`config.mk`:
```
export PLATFORM = sky130hd
export DESIGN_NAME = sync_fifo
export DESIGN_NICKNAME = d
export VERILOG_FILES = /design/src/rtl/sync_fifo_pkg.sv /design/src/rtl/sync_fifo_ram.sv /design/src/rtl/sync_fifo.sv
export SDC_FILE = /design/constraint.sdc
export NUM_CORES = 1
export LEC_CHECK = 0
export BUFFER_PORTS_ARGS = -buffer_cell sky130_fd_sc_hd__buf_2
export CAP_MARGIN = 20
export CORE_AREA = 3 3 88 90
export CTS_CLUSTER_SIZE = 16
export DETAILED_ROUTE_END_ITERATION = 8
export DIE_AREA = 0 0 91 93
export PLACE_DENSITY_LB_ADDON = 0.05
export SYNTH_ARGS = -nofsm -noshare
export SYNTH_HDL_FRONTEND = slang
export SYNTH_HIERARCHICAL = 1
export SYNTH_SLANG_ARGS = --single-unit
```
`constraint.sdc`:
```
create_clock -name clk -period 7.2 [get_ports clk]
set_clock_uncertainty 0.05 [all_clocks]
set_input_delay 1.8 -clock clk [delete_from_list [all_inputs] [get_ports clk]]
set_output_delay 1.8 -clock clk [all_outputs]
set_load 0.02 [all_outputs]
```
`src/rtl/sync_fifo_pkg.sv`:
```
// sync_fifo_pkg
// Shared constants for the synchronous FIFO:
//   FWFT_OFF / FWFT_ON : read-mode selectors for the FWFT parameter
//   calc_ptr_len()     : address width needed to index SIZE words
package sync_fifo_pkg;

    localparam int FWFT_OFF = 0;  // registered read data, updated on pop
    localparam int FWFT_ON  = 1;  // head word presented without a read

    // Address width for a power-of-two depth; never narrower than 1 bit.
    function automatic int calc_ptr_len(input int size);
        return (size < 2) ? 1 : $clog2(size);
    endfunction

endpackage

```
`src/rtl/sync_fifo_ram.sv`:
```
// sync_fifo_ram
// Storage array for sync_fifo: one synchronous write port, one
// combinational read port. Contents are never reset.
// Ports:
//   clk     : write clock (rising edge)
//   we_i    : write enable
//   waddr_i : write address (low pointer bits)
//   wdata_i : write data
//   raddr_i : read address (low pointer bits)
//   rdata_o : word at raddr_i
module sync_fifo_ram #(
    parameter int WIDTH   = 8,
    parameter int SIZE    = 8,
    parameter int PTR_LEN = 3
) (
    input  logic               clk,
    input  logic               we_i,
    input  logic [PTR_LEN-1:0] waddr_i,
    input  logic [WIDTH-1:0]   wdata_i,
    input  logic [PTR_LEN-1:0] raddr_i,
    output logic [WIDTH-1:0]   rdata_o
);

    logic [WIDTH-1:0] mem_q [SIZE];

    always_ff @(posedge clk) begin
        if (we_i) begin
            mem_q[waddr_i] <= wdata_i;
        end
    end

    assign rdata_o = mem_q[raddr_i];

endmodule

```
`src/rtl/sync_fifo.sv`:
```
// sync_fifo
// Single-clock FIFO with registered count and status flags and a choice
// of standard or first-word-fall-through read behaviour.
// Optional feature macro: SYNC_FIFO_ERR_FLAGS_EN adds sticky
// overflow/underflow outputs.
// Ports:
//   clk          : clock, rising edge
//   arst         : asynchronous active-high reset
//   w_en/data_in : write request and data
//   r_en         : read request (pop of the head word in FWFT mode)
//   data_out     : read data
//   full, empty, almost_full, almost_empty : registered status flags
//   count        : number of stored words, 0..SIZE
//   overflow/underflow (macro only) : sticky rejected-request flags
//
// Handshake: w_en and r_en are single-cycle requests. A write is accepted
// in a cycle where w_en=1 and full=0; a read is accepted where r_en=1 and
// empty=0. There is no stall: a rejected request is simply lost and leaves
// all state untouched (other than the optional sticky error flags).
module sync_fifo
    import sync_fifo_pkg::*;
#(
    parameter int WIDTH     = 8,
    parameter int SIZE      = 8,
    parameter int PTR_LEN   = calc_ptr_len(SIZE),
    parameter int AFULL_TH  = SIZE - 2,
    parameter int AEMPTY_TH = 1,
    parameter int FWFT      = FWFT_OFF
) (
    input  logic               clk,
    input  logic               arst,
    input  logic               w_en,
    input  logic [WIDTH-1:0]   data_in,
    input  logic               r_en,
    output logic [WIDTH-1:0]   data_out,
    output logic               full,
    output logic               empty,
    output logic               almost_full,
    output logic               almost_empty,
`ifdef SYNC_FIFO_ERR_FLAGS_EN
    output logic               overflow,
    output logic               underflow,
`endif
    output logic [PTR_LEN:0]   count
);

    localparam logic [PTR_LEN:0] PTR_ONE  = (PTR_LEN+1)'(1);
    localparam logic [PTR_LEN:0] SIZE_C   = (PTR_LEN+1)'(SIZE);
    localparam logic [PTR_LEN:0] AFULL_C  = (PTR_LEN+1)'(AFULL_TH);
    localparam logic [PTR_LEN:0] AEMPTY_C = (PTR_LEN+1)'(AEMPTY_TH);

    // Pointers carry one extra MSB so that equal low bits with differing
    // MSBs means full rather than empty.
    logic [PTR_LEN:0] wr_ptr_q, wr_ptr_d;
    logic [PTR_LEN:0] rd_ptr_q, rd_ptr_d;
    logic [PTR_LEN:0] count_q, count_d;
    logic             full_q, full_d;
    logic             empty_q, empty_d;
    logic             afull_q, afull_d;
    logic             aempty_q, aempty_d;

    logic             wr_acc;
    logic             rd_acc;
    logic [WIDTH-1:0] ram_rdata;

    always_comb begin
        wr_acc   = w_en & ~full_q;
        rd_acc   = r_en & ~empty_q;
        wr_ptr_d = wr_ptr_q;
        rd_ptr_d = rd_ptr_q;
        count_d  = count_q;
        if (wr_acc) begin
            wr_ptr_d = wr_ptr_q + PTR_ONE;
        end
        if (rd_acc) begin
            rd_ptr_d = rd_ptr_q + PTR_ONE;
        end
        case ({wr_acc, rd_acc})
            2'b10:   count_d = count_q + PTR_ONE;
            2'b01:   count_d = count_q - PTR_ONE;
            default: count_d = count_q;
        endcase
        // Flags are derived from the next count so they line up with it.
        full_d   = (count_d == SIZE_C);
        empty_d  = (count_d == '0);
        afull_d  = (count_d >= AFULL_C);
        aempty_d = (count_d <= AEMPTY_C);
    end

    always_ff @(posedge clk or posedge arst) begin
        if (arst) begin
            wr_ptr_q <= '0;
            rd_ptr_q <= '0;
            count_q  <= '0;
            full_q   <= 1'b0;
            empty_q  <= 1'b1;
            afull_q  <= 1'b0;
            aempty_q <= 1'b1;
        end else begin
            wr_ptr_q <= wr_ptr_d;
            rd_ptr_q <= rd_ptr_d;
            count_q  <= count_d;
            full_q   <= full_d;
            empty_q  <= empty_d;
            afull_q  <= afull_d;
            aempty_q <= aempty_d;
        end
    end

    sync_fifo_ram #(
        .WIDTH   (WIDTH),
        .SIZE    (SIZE),
        .PTR_LEN (PTR_LEN)
    ) u_ram (
        .clk     (clk),
        .we_i    (wr_acc),
        .waddr_i (wr_ptr_q[PTR_LEN-1:0]),
        .wdata_i (data_in),
        .raddr_i (rd_ptr_q[PTR_LEN-1:0]),
        .rdata_o (ram_rdata)
    );

    generate
        if (FWFT == FWFT_ON) begin : g_fwft
            // The read port always addresses the head, so the head word is
            // visible as soon as empty drops; forced to zero while empty so
            // reset and drain leave a clean output.
            assign data_out = empty_q ? '0 : ram_rdata;
        end else begin : g_std
            logic [WIDTH-1:0] dout_q, dout_d;

            always_comb begin
                dout_d = dout_q;
                if (rd_acc) begin
                    dout_d = ram_rdata;
                end
            end

            always_ff @(posedge clk or posedge arst) begin
                if (arst) begin
                    dout_q <= '0;
                end else begin
                    dout_q <= dout_d;
                end
            end

            assign data_out = dout_q;
        end
    endgenerate

`ifdef SYNC_FIFO_ERR_FLAGS_EN
    logic ovf_q, ovf_d;
    logic unf_q, unf_d;

    always_comb begin
        ovf_d = ovf_q | (w_en & full_q);
        unf_d = unf_q | (r_en & empty_q);
    end

    always_ff @(posedge clk or posedge arst) begin
        if (arst) begin
            ovf_q <= 1'b0;
            unf_q <= 1'b0;
        end else begin
            ovf_q <= ovf_d;
            unf_q <= unf_d;
        end
    end

    assign overflow  = ovf_q;
    assign underflow = unf_q;
`endif

    assign count        = count_q;
    assign full         = full_q;
    assign empty        = empty_q;
    assign almost_full  = afull_q;
    assign almost_empty = aempty_q;

endmodule

```
[Word-level counts from Yosys, hierarchy flattened]
Memories as Yosys holds them, arrays and structs flattened. A register that Yosys moved wholly into a read port is not among the register bits.
Cells that the tools add are included.
Cells by class
  add/sub/neg operators: 4
  order comparisons: 2
  equality and inequality tests: 3
  muxes and demuxes: 3
  bitwise operators: 4
  reductions and logical operators: 1
Operators by type and width (number)
  4-bit by 1-bit adder with 4-bit output (second input constant): 3
  4-bit one-hot mux with 2 select lines: 1
  4-bit == test (second input constant): 1
  4-bit by 3-bit >= comparator with 1-bit output (second input constant): 1
  4-bit by 1-bit <= comparator with 1-bit output (second input constant): 1
  4-bit zero test: 1
  4-bit by 1-bit subtractor with 4-bit output (second input constant): 1
  1-bit bitwise AND: 2
  2-bit by 1-bit == test with 1-bit output (second input constant): 1
  2-bit == test (second input constant): 1
  1-bit two-way mux: 2
  1-bit inverter: 2
Storage, ports and cells
  flip-flop bits (word level): 16
  bits in writable memories: 64
  bits of input ports: 12
  output and inout bits: 16
  word-level logic and storage cells: 25
  memories: 1
Memories
  u_ram.mem_q: words 8, bits a word 8, rd ports 1, clocked after memory_dff 1, wr ports 1, RTL line sync_fifo_ram.sv:24  | logic [WIDTH-1:0] mem_q [SIZE];

[Depth between registers and ports, before layout]
  depth in word-level cells: 5
  mapped depth: 10
  depth with buffers taken out: 10

[Cells and area by module]
Netlist, hierarchy kept.
Modules (own cells, without submodules)
  sync_fifo_ram: times used 1, cells each 106, area an instance 2531.2 µm², sequential area each 1921.8 µm²
  sync_fifo: times used 1, cells each 91, area an instance 983.4 µm², sequential area each 553.0 µm²

[Worst setup path before layout]
No wires, ideal clock.
  kind: in2reg
  start: in r_en
  end: reg full_q (netlist: full)
  setup time: 0.095 ns
  arrival: 3.452 ns
  required time: 7.055 ns
  slack: 3.603 ns
  stages: 9
  path buffers: 1
  cell sequence: nand2b_2 -> inv_1 -> clkbuf_1 -> ha_1 -> and4b_1 -> o21ai_1 -> a221oi_2 -> xor2_2 -> nor4b_2
On the way
  cells in the longest elaborated chain, start to end: 4
  elaborated cells on any way between the ends: 5
  those cells by class: eq/ne (3); mux (1); bitwise (1)
RTL lines
  start, declared: RTL line sync_fifo.sv:34  | input logic r_en,
  1-bit bitwise AND *: RTL line sync_fifo.sv:68  | rd_acc = r_en & ~empty_q;
  2-bit by 1-bit == test with 1-bit output / 2-bit == test (equally long branches): RTL line sync_fifo.sv:78  | case ({wr_acc, rd_acc})
  4-bit one-hot mux with 2 select lines *: RTL line sync_fifo.sv:78
  net count_d[3]: RTL line sync_fifo.sv:56  | logic [PTR_LEN:0] count_q, count_d;
  4-bit == test *: RTL line sync_fifo.sv:84  | full_d = (count_d == SIZE_C);
  net full_d: RTL line sync_fifo.sv:57  | logic full_q, full_d;
  end signal, assigned: RTL line sync_fifo.sv:103  | full_q <= full_d;
  end, declared: RTL line sync_fifo.sv:57
The timed path passes the listed nets; every way through them passes the cells marked *.
A chain may end at the register's enable or synchronous reset.

[Worst setup path after layout]
Same ends and word-level chain as after synthesis.

==> results.json <==
{
  "outcome": "finished clean",
  "cts_sinks": 86,
  "cp_slowest_cell": "a221oi_2",
  "cap_violations": 0,
  "rr_endpoint": "full$_DFF_PP0_",
  "yosys_warnings": 6,
  "syn_inst": 197,
  "power_frac_seq_pct": 48.9,
  "cp_top_family": "simple AND/OR/NAND/NOR gates",
  "setup.worst_path.end_class": "flop",
  "finalCritPeriodShare_pct": 51.24,
  "ys_seq_area_share_pct": 70.42,
  "grt_max_degree": 23,
  "ant_nets": 0,
  "hold_start": "data_out[5]$_DFFE_PP0P_",
  "whs_path_depth": 2,
  "drt-wirelength-per-cell_um": 18.37,
  "worst_hold_path.endpoint": "data_out[5]$_DFFE_PP0P_",
  "place.gp.congestion": 0.8000,
  "drt_iter0_drc": 86,
  "synth-async-reset-ratio_pct": 25.58,
  "power.density_nw_per_um2": 402.7,
  "critPathKind": "primary input to flop",
  "track_usage_pct": 15.74,
  "syn_nets": 213,
  "synthTopCellsByCount": "64 x edfxtp_1, 35 x nand2_1, 20 x dfrtp_1",
  "dp_hpwl_mm": 3.983,
  "leakagePower_uw": 0.001470,
  "die_h_um": 93,
  "dr_total_vias": 1744,
  "routed_wl_mm": 6.081,
  "slew_headroom_pct": 33.64,
  "synth_compound_area_share_pct": 1.531,
  "core_um2": 7137,
  "p_sw_uw": 529.1,
  "crit_required_ps": 7400,
  "slew_viol_final": 0,
  "syn_area_um2": 3515,
  "synthMuxAreaShare_pct": 14.74,
  "synth_simple_gate_area_share_pct": 7.583,
  "yosysMostFrequentCell": "edfxtp_1",
  "slowest_delay_ps": 340,
  "clk_pin_slew_ps": 90,
  "internal_power_uw": 1045,
  "root_buffer": "clkbuf_8",
  "antenna_cells": 0,
  "cp_max_fo": 14,
  "hold_class": "flop to flop",
  "synth-seq-cells": 86,
  "row_count": 31,
  "boundaryPins": 28,
  "grt_overflow_total": 0,
  "power_uw": 1574,
  "critPathLaunchType": "primary input",
  "fp.dieW_um": 91,
  "finalInstanceArea_um2": 3909,
  "synth_top_family_by_area": "multiplexers",
  "drive_gt1_share_pct": 26.72,
  "pwr-share-comb_pct": 30.7,
  "yosysUniqueCellTypes": 34,
  "cts_tree": "built",
  "cts_hold_buffers": 0,
  "drt_pre_antenna_iters": 4,
  "final.min_clock_period_ps": 3690,
  "tightest_slew_ps": 991.7,
  "crit_arrival_ps": 3890,
  "swShare_pct": 33.61,
  "ff2ff_path_depth": 8,
  "synth_top_cell_area_share_pct": 54.68,
  "hold_viol_final": 0,
  "setup_violations": 0,
  "grt_pass1_vias": 1797,
  "antenna_found_initial": 0,
  "synth-edff-count": 64,
  "port_buffers": 27,
  "p_clk_share_pct": 20.4,
  "fin_nets": 243,
  "synth_area_leader_cell": "edfxtp_1",
  "setup_tns_ps": 0,
  "final_core_util_pct": 54.77,
  "start_util_pct": 49.25,
  "clk_path_buf_depth": 2,
  "postCtsSetupRepairBufs": 0,
  "synth_ff_type": "edfxtp_1",
  "cp_cell_sequence": "buf_2 -> nand2b_2 -> inv_1 -> ha_1 -> and4b_1 -> o21ai_1 -> a221oi_2 -> xor2_2 -> nor4b_2",
  "clock_latency_ps": 340,
  "rsz0062_at_grt": "no",
  "synthAdderAreaFrac_pct": 1.424,
  "syn2layout_area_growth_pct": 11.21,
  "critPathBufInv": 2,
  "grt_pass1_wl_mm": 9.770,
  "dpl_cell_area_um2": 3721,
  "remaining_drc_errors": 0,
  "avgViaCountPerCell": 5.269,
  "cts.repair.resized": 0,
  "synth_xor_area_share_pct": 2.207,
  "htreeDepth": 3,
  "cts_buffers": 9,
  "dieArea_um2": 8463,
  "r2r_slack_ps": 4460,
  "regToRegStartpoint": "empty$_DFF_PP1_",
  "syn_avg_cell_area_um2": 17.84,
  "fmax_mhz": 271.0,
  "ir_drop_mv": 0.1530,
  "yosys-top-cells-area": "edfxtp_1 55%, dfrtp_1 14%, mux4_1 11%"
}
worst reg2reg max path, stage by stage, from the launching register on:
cell and delay [ps]:
dfstp_2 540, nand2b_2 280, inv_1 270, ha_1 310
and4b_1 280, o21ai_1 90, a221oi_2 340, xor2_2 250
nor4b_2 240
cell families (layout without fill, tap and decap cells):
group                    count (synthesis)  in the layout
XOR/XNOR                                 8              8
buffers and inverters                   11             46
AO/OA/AOI/OAI                            7              7
multiplexers                            25             25
adder cells (fa/ha/maj)                  4              4
flip-flops                              86             86
AND/OR/NAND/NOR                         56             56
final cells by class:
type	instances	area (µm²)
Sequential cell	86	2475
Clock inverter	6	60.06
Clock buffer	10	127.6
Fill cell	602	3228
Timing Repair Buffer	27	135.1
Multi-Input combinational cell	100	975.9
Inverter	3	11.26
Tap cell	99	123.9
registers in the layout (all words and copies together) (netlist names):
signal        flops
data_out          8
almost_empty      1
u_ram/mem_q      64
wr_ptr_q          3
full              1
almost_full       1
empty             1
count             4
rd_ptr_q          3
power groups by stage:
stage,combinational [µW],clock [µW],sequential (µW)
2_1_floorplan,363,0,768
4_1_cts,490,331,773
3_3_place_gp,476,0,778
6_report,483,321,770
3_5_place_dp,487,0,785
5_1_grt,533,356,787
layer usage:
metal	global-route usage [%]	wire, µm	vias up
met3	3.379	174	9
met1	20.11	2739	887
li1	-	-	812
met5	0	0	-
met2	26.24	3078	36
met4	6.784	89	0
cell usage in the layout (no fill, tap or decap), types with 2 or more instances in the layout:
cell type  instances
nand2b_1           3
xnor2_1            6
dfstp_2            2
mux2_2             9
nor3_2             2
nor2_1             6
clkbuf_8           9
nor3_1             3
dfrtp_1           20
mux4_1            15
ha_1               4
nand2_1           35
nor3b_1            2
inv_1              2
buf_2             27
clkinv_2           2
edfxtp_1          64
how the worst max path moves through the flow:
stage | endpoint | cells past startpoint | from | slack (ps)
CTS | full$_DFF_PP0_ | 9 | r_en | 3550
global placement | full$_DFF_PP0_ | 9 | r_en | 3300
global route | full$_DFF_PP0_ | 9 | r_en | 3340
detailed placement | full$_DFF_PP0_ | 9 | r_en | 3180
finish | full$_DFF_PP0_ | 9 | r_en | 3510
floorplan | full$_DFF_PP0_ | 9 | r_en | 3600
through the flow:
step / worst slack [ps] / std cells / hold slack (ps)
floorplan: 3603 / 197 / 393.0
global placement: 3300 / 315 / 407.3
detailed placement: 3179 / 315 / 415.6
CTS: 3549 / 331 / 433.9
global route: 3343 / 331 / 466.0
finish: 3510 / 331 / 429.9
Note: power is estimated with default switching activity, not from simulation.
